$ cat config.mk
export PLATFORM = sky130hd
export DESIGN_NAME = fetch_unit
export DESIGN_NICKNAME = d
export VERILOG_FILES = /design/src/rtl/fetch_unit_pkg.sv /design/src/rtl/fetch_buffer.sv /design/src/rtl/fetch_unit.sv
export SDC_FILE = /design/constraint.sdc
export NUM_CORES = 1
export LEC_CHECK = 0
export CELL_PAD_IN_SITES_DETAIL_PLACEMENT = 1
export CELL_PAD_IN_SITES_GLOBAL_PLACEMENT = 2
export CORE_MARGIN = 3
export CORE_UTILIZATION = 35
export DETAILED_ROUTE_END_ITERATION = 7
export PLACE_DENSITY_LB_ADDON = 0.1
export SLEW_MARGIN = 20
export SYNTH_ARGS = -nofsm -noshare
export SYNTH_HDL_FRONTEND = slang
export SYNTH_HIERARCHICAL = 1
export SYNTH_SLANG_ARGS = --single-unit
$ cat constraint.sdc
create_clock -name clk -period 7.25 [get_ports clk]
set_clock_uncertainty 0.2 [all_clocks]
set_input_delay 1.45 -clock clk [delete_from_list [all_inputs] [get_ports clk]]
set_output_delay 1.45 -clock clk [all_outputs]
set_load 0.005 [all_outputs]
$ cat src/rtl/fetch_unit_pkg.sv
// rtl/fetch_unit_pkg.sv - shared types and constants for the instruction fetch stage
package fetch_unit_pkg;

  localparam logic [31:0] INSTR_NOP = 32'h0000_0013;

  typedef struct packed {
    logic [15:0] pc;
    logic [31:0] instr;
  } fetch_entry_t;

endpackage

$ cat src/rtl/fetch_buffer.sv
// rtl/fetch_buffer.sv - 2-entry FIFO of fetched {pc, instr} pairs; head is entry 0
module fetch_buffer
  import fetch_unit_pkg::*;
(
  input  logic         clk,
  input  logic         rst,
  input  logic         flush,
  input  logic         push,
  input  fetch_entry_t push_data,
  input  logic         pop,
  output logic [1:0]   count,
  output fetch_entry_t head
);

  fetch_entry_t entry0, entry1;

  always_ff @(posedge clk) begin
    if (!rst || flush) begin
      count <= 2'd0;
    end else begin
      case ({push, pop})
        2'b10: begin
          if (count == 2'd0) entry0 <= push_data;
          else               entry1 <= push_data;
          count <= count + 2'd1;
        end
        2'b01: begin
          entry0 <= entry1;
          count  <= count - 2'd1;
        end
        2'b11: begin
          // Simultaneous push and pop keeps the occupancy; the new word lands behind the survivor
          if (count == 2'd1) begin
            entry0 <= push_data;
          end else begin
            entry0 <= entry1;
            entry1 <= push_data;
          end
        end
        default: ;
      endcase
    end
  end

  assign head = entry0;

  overflow_chk: assert property (@(posedge clk) disable iff (!rst || flush)
                                 !(push && !pop && count == 2'd2));

endmodule

$ cat src/rtl/fetch_unit.sv
// rtl/fetch_unit.sv - instruction fetch stage: PC, credit-based issue, 1-cycle RAM capture
// Optional FETCH_PERF_EN adds pop and flush counters.
module fetch_unit
  import fetch_unit_pkg::*;
#(
  parameter logic [15:0] RESET_PC = 16'h0000
) (
  input  logic        clk,
  input  logic        rst,
  output logic [15:0] i_addr_o,
  input  logic [31:0] i_data_i,
  input  logic        stall_i,
  input  logic        jump_i,
  input  logic [15:0] jump_target_i,
  output logic        instr_valid_o,
  output logic [31:0] instr_o,
  output logic [15:0] pc_o
`ifdef FETCH_PERF_EN
  ,
  output logic [31:0] fetch_cnt_o,
  output logic [31:0] flush_cnt_o
`endif
);

  logic [15:0]  pc_q, inflight_pc, jump_pc;
  logic         inflight, pop, push, issue;
  logic [2:0]   credit;
  logic [1:0]   count;
  fetch_entry_t head, push_entry;

  assign pop        = (count != 2'd0) && !stall_i;
  assign push       = inflight && !jump_i;
  // Words already buffered plus the one on its way must leave room for the next issue
  assign credit     = {1'b0, count} + {2'b00, inflight} - {2'b00, pop};
  assign issue      = (credit < 3'd2);
  assign jump_pc    = jump_target_i & 16'hFFFC;
  assign push_entry = '{pc: inflight_pc, instr: i_data_i};

  always_ff @(posedge clk) begin
    if (!rst) begin
      pc_q        <= RESET_PC;
      inflight    <= 1'b0;
      inflight_pc <= 16'h0000;
    end else if (jump_i) begin
      pc_q     <= jump_pc;
      inflight <= 1'b0;
    end else if (issue) begin
      inflight    <= 1'b1;
      inflight_pc <= pc_q;
      pc_q        <= pc_q + 16'd4;
    end else begin
      inflight <= 1'b0;
    end
  end

  fetch_buffer u_buf (
    .clk       (clk),
    .rst       (rst),
    .flush     (jump_i),
    .push      (push),
    .push_data (push_entry),
    .pop       (pop),
    .count     (count),
    .head      (head)
  );

  assign i_addr_o      = pc_q;
  assign instr_valid_o = (count != 2'd0);
  assign instr_o       = instr_valid_o ? head.instr : INSTR_NOP;
  assign pc_o          = instr_valid_o ? head.pc : 16'h0000;

`ifdef FETCH_PERF_EN
  always_ff @(posedge clk) begin
    if (!rst) begin
      fetch_cnt_o <= 32'd0;
      flush_cnt_o <= 32'd0;
    end else begin
      if (pop && !jump_i)                            fetch_cnt_o <= fetch_cnt_o + 32'd1;
      if (jump_i && (count != 2'd0 || inflight))     flush_cnt_o <= flush_cnt_o + 32'd1;
    end
  end
`endif

endmodule

== Word level (Yosys, flattened, before mapping) ==
Index checks and enable logic that the tools add are counted.
Word-level totals
  register bits after elaboration: 131
  bits in latches: 0
  RAM bits: 0
  memory bits (read-only): 0
  input port bits: 52
  output and inout port bits: 65
  memories: 0
Operators by class
  add/sub/neg operators: 5
  multipliers: 0
  divide/modulo/power cells: 0
  order comparisons: 1
  equality and inequality tests: 7
  shifts and indexed selects: 0
  multiplexer cells: 12
  bitwise operators: 3
  reductions and logical operators: 16
Operators with widths (number)
  48-bit 2-to-1 mux: 4
  48-bit case mux with 3 select lines: 1
  48-bit case mux with 2 select lines: 1
  16-bit 2-to-1 mux: 3
  32-bit 2-to-1 mux: 1
  16-bit by 3-bit adder with 16-bit output, second input constant: 1
  2-bit nonzero test: 4
  2-bit by 1-bit == test with 1-bit output, second input constant: 2
  2-bit == test, second input constant: 2
  2-bit inequality test, second input constant: 2
  2-bit case mux with 2 select lines: 1
  4-bit AND reduction: 1
  2-bit by 1-bit adder with 3-bit output: 1
  1-bit logical NOT: 3
  3-bit by 2-bit < comparator with 1-bit output, second input constant: 1
  1-bit inverter: 3
  3-bit AND reduction: 1
  3-bit nonzero test: 1
  3-bit by 1-bit subtractor with 3-bit output: 1
  2-bit by 1-bit adder with 2-bit output, second input constant: 1
  1-bit logical AND: 2
  2-bit logical NOT: 1
  2-bit by 1-bit inequality test with 1-bit output, second input constant: 1
  2-bit AND reduction: 1
  4 further kinds: 4

== Longest topological paths before layout ==
  depth after elaboration: 6
  mapped depth: 12
  mapped depth without buffers: 9

== Hierarchy ==
Netlist, hierarchy kept.
By module, submodules not included
  fetch_buffer: instances 1, cells each 286, area an instance 4553.1 um^2, seq. area each 2922.8 um^2
  fetch_unit: instances 1, cells each 210, area an instance 1735.4 um^2, seq. area each 580.6 um^2

== Worst setup path before layout ==
OpenSTA, ideal clock, no wires.
  path type: input -> register
  start: in jump_i
  end: reg u_buf/entry1[0] (netlist bit) (enable)
  arrival time: 5.903 ns
  setup slack: 0.634 ns
  cell stages on the path: 7
  buffers on the path: 3
  cells stage by stage: clkbuf_1 -> nor2b_1 -> ha_1 -> clkbuf_2 -> clkbuf_1 -> a22o_1 -> nor3_1
Between the ends
  word-level cells in the longest chain between the ends: 5
  elaborated cells between the ends (all ways): 10
RTL lines
  from (decl): RTL line fetch_unit.sv:13  | input logic jump_i,
  1-bit logical NOT *: RTL line fetch_unit.sv:32  | assign push = inflight && !jump_i;
  1-bit logical AND *: RTL line fetch_unit.sv:32
  named net push: RTL line fetch_unit.sv:26  | logic inflight, pop, push, issue;
  2-bit == test: RTL line fetch_buffer.sv:21  | case ({push, pop})
  2-bit inequality test (no source line) / 2-bit nonzero test (equally long branches)
  4-bit AND reduction (no source line) *
  to (signal assigned): RTL line fetch_buffer.sv:24  | else entry1 <= push_data;
  to (signal assigned): RTL line fetch_buffer.sv:37  | entry1 <= push_data;
  to (decl): RTL line fetch_buffer.sv:15  | fetch_entry_t entry0, entry1;
Mark *: on every way through the listed nets, which the timed path passes. The rest lies on a longest branch.
A chain may end at the register's enable or synchronous reset.

== Worst setup path in the final report ==
  start: in jump_i
  end: reg u_buf.entry0 (netlist bit u_buf/head[21]), data pin
Between the ends
  word-level cells in the longest chain between the ends: 4
  elaborated cells between the ends (all ways): 6
RTL lines
  1-bit logical NOT *: RTL line fetch_unit.sv:32
  1-bit logical AND *: RTL line fetch_unit.sv:32
  named net push: RTL line fetch_unit.sv:26
  2-bit == test / 2-bit by 1-bit == test with 1-bit output (equally long branches): RTL line fetch_buffer.sv:21
  48-bit case mux with 3 select lines *: RTL line fetch_buffer.sv:21
  to (signal assigned): RTL line fetch_buffer.sv:23  | if (count == 2'd0) entry0 <= push_data;
  to (signal assigned): RTL line fetch_buffer.sv:28  | entry0 <= entry1;
  to (signal assigned): RTL line fetch_buffer.sv:34  | entry0 <= push_data;
  to (decl): RTL line fetch_buffer.sv:15
Marked as above.

==> results_dict.tcl <==
set metrics [dict create \
    tritoncts.num_buffers 17 \
    hold_class "reg -> reg" \
    fin_hold_ws_ns 0.302 \
    drt-total-wl_mm 15.4 \
    syn_avg_cell_area_sq_um 12.7 \
    critical_path_data_required_time_ns 7.21 \
    outcome "finished, final reports clean" \
    final-setup-viol-count 0 \
    synth_largest_area_cell "edfxtp_1" \
    synthToLayoutAreaGrowth_pct 30.4 \
    detailed_place_hpwl_mm 9.88 \
    chipWidth_um 140 \
    postCtsResizedCells 0 \
    route.antenna.remaining_nets 0 \
    fin_crit_sh 0.590 \
    cts_max_path_buffers 2 \
    ctsHtreeMaxLevel 4 \
    syn_inst 496 \
    seq_area_frac_synth 0.557 \
    synth-warning-count 6 \
    number_of_enable_flip_flop_cells_after_synthesis 96 \
    grt_pass1_vias 4780 \
    timing.critical_path.arrival_ns 4.24 \
    grt_overflow 0 \
    worst_setup_path_start_kind "primary input" \
    remaining_drc_errors 0 \
    globalplace.congestion 0.762 \
    cp_slowest_stage_delay_ns 0.62 \
    insertion_delay_ns 0.41 \
    rsz0062_at_grt "no" \
    drt-wirelength-per-cell_um 18.3 \
    p_per_area_nw_per_um2 225 \
    diodes 0 \
    fmax_ghz 0.234 \
    core-area_sq_um 17400 \
    cellLeakagePower_nw 2.80 \
    postCtsSetupRepairBufs 0 \
    drt-pass1-iter-count 4 \
    path_common_cell "buf_4" \
    path_class "in -> reg" \
    via_count 4409 \
    via_per_inst 5.22 \
    drv_cap 0 \
    crit_fanout 48 \
    die_ht_um 140 \
    synthesis.area_sq_um 6290 \
    netlist.area_leader.share 0.458 \
    yosys.cell_types.count 45 \
    final_layout_size_suffix_gt1_frac 0.163 \
    maximum_number_of_pins_on_one_net_before_global_route_repair 51 \
    timing_hold_violations_final 0 \
    critPathCaptureType "flip-flop" \
    dominantRegCellSynth "edfxtp_1" \
    die_area_sq_um 19600 \
    leading_post_synthesis_cells_by_instance_count "96 x edfxtp_1, 48 x a221o_1, 48 x and2_1, 48 x nor2b_1, 39 x mux2_2" \
    initial_antenna_violation_count 0 \
    drt_iter0_drc 159 \
    cts.sink_count 127 \
    grt_pass1_wl_mm 25.3 \
    row_count 48 \
    fillers 1814 \
    share_of_flip_flops_with_an_asynchronous_set_or_reset 0 \
    synth.most_common_cell "edfxtp_1" \
    cts_hold_buffers 0 \
    ys_ff_latch 127 \
    cts_root_buffer "clkbuf_16" \
    numPortBuffers 112 \
    master_of_the_slowest_instance_on_the_critical_path "clkdlybuf4s50_1" \
    drv_slew 0 \
    crit_chain "clkdlybuf4s50_1 > nor2b_1 > ha_2 > buf_4 > nor2_4 > buf_4 > a221o_1" \
    max-vdd-ir-drop_v 0.000169 \
    max-slew-margin-rel 0.350 \
    clkSlewWorstSetupHoldPaths_ns 0.06 \
    grtUsageTotal 0.163 \
    design.portCount 117 \
    floorplan.initialDensity 0.361 \
    tritoncts "built" \
    synth.area.top_cells "edfxtp_1 46%, dfxtp_1 9.9%, a221o_1 7.6%" \
    timing.final.crit_period_ns 4.28 \
    measured_slew_at_the_worst_slew_check_pin_ns 0.976 \
    fin_tns_setup_ns 0 \
    fin_nets 669 \
]
==> where the power goes <==
part	internal [mW]	leakage, nW	switching [mW]	total, mW
clock	0.497	0.261	0.309	0.806
combinational	0.119	1.41	0.0937	0.212
sequential	0.809	1.12	0.0208	0.830
==> flip-flops by register name, indices dropped and copies added, names as in the netlist <==
| register | count |
|---|---|
| i_addr_o | 14 |
| u_buf/count | 2 |
| inflight | 1 |
| u_buf/entry1 | 48 |
| inflight_pc | 14 |
| u_buf/head | 48 |
==> cells by family after synthesis <==
logic type	after synthesis	share of synthesized area
buffers and inverters	49	0.0360
AND/OR/NAND/NOR	158	0.151
adder cells (fa/ha/maj)	10	0.0211
multiplexers	62	0.114
other	1	0.000596
XOR/XNOR	11	0.0153
flip-flops	127	0.557
AO/OA/AOI/OAI	78	0.106
==> through the flow <==
step / utilization / std cells / cell area (sq um) / setup slack [ns] / power, mW
after floorplan: - / 503 / 6310 / 0.634 / 0.961
after global placement: 0.439 / 813 / 7640 / 2.52 / 1.05
after detailed placement: 0.439 / 813 / 7640 / 2.43 / 1.06
after CTS: 0.470 / 845 / 8190 / 2.87 / 1.87
after global routing: 0.471 / 845 / 8200 / 2.77 / 1.93
final: 0.471 / 845 / 8200 / 2.97 / 1.85
==> layer usage <==
metal,wire length [um],vias to the layer above,global-route usage,share of wire
li1,-,2073,-,-
met2,7940,92,0.290,0.51
met1,6670,2230,0.193,0.43
met5,0,-,0,0
met4,213,0,0.0490,0.014
met3,596,14,0.0417,0.039
==> worst max-delay path: cells and delay by family <==
kind / cells / cell delay, ns
AOI/OAI and AO/OA: 1 / 0.42
and+or+nand+nor: 2 / 0.42
adders and majority gates: 1 / 0.45
buffers and inverters: 3 / 1.46
==> placed cells by master (no fill, tap or decap), types with 4 or more instances in the layout <==
cell type	instances
clkinvlp_4	4
xnor2_1	10
conb_1	8
a221o_1	48
o21ai_0	11
nand4_1	5
clkinv_1	5
clkdlybuf4s50_1	112
clkinv_2	4
ha_1	6
inv_1	12
edfxtp_1	96
nor3_2	4
nor2b_1	48
dfxtp_1	31
nand3_1	5
and2_1	48
mux2_4	9
mux2i_1	14
clkbuf_16	17
buf_4	9
nor2_1	23
mux2_2	39
a21oi_1	8
==> final timing paths <==
path / start / to / slack, ns / cells after the start
setup / recovery: jump_i / u_buf/head[21] / 2.97 / 7
hold / removal: inflight_pc[10] / u_buf/entry1[42] / 0.30 / 0
hold reg to reg: inflight_pc[10] / u_buf/entry1[42] / 0.30 / 0
setup reg to reg: u_buf/count[1] / i_addr_o[11] / 3.94 / 9
==> final cells by class <==
| type | instances | area, sq um | share of cell area |
|---|---|---|---|
| sequential | 127 | 3500 | 0.427 |
| multi-input combinational | 327 | 2630 | 0.320 |
| timing repair buffer | 121 | 1190 | 0.145 |
| clock buffer | 18 | 429 | 0.0523 |
| tap | 225 | 282 | 0.0343 |
| clock inverter | 14 | 125 | 0.0153 |
| inverter | 13 | 48.8 | 0.00595 |
No activity file was read; power rests on OpenSTA's default activity.
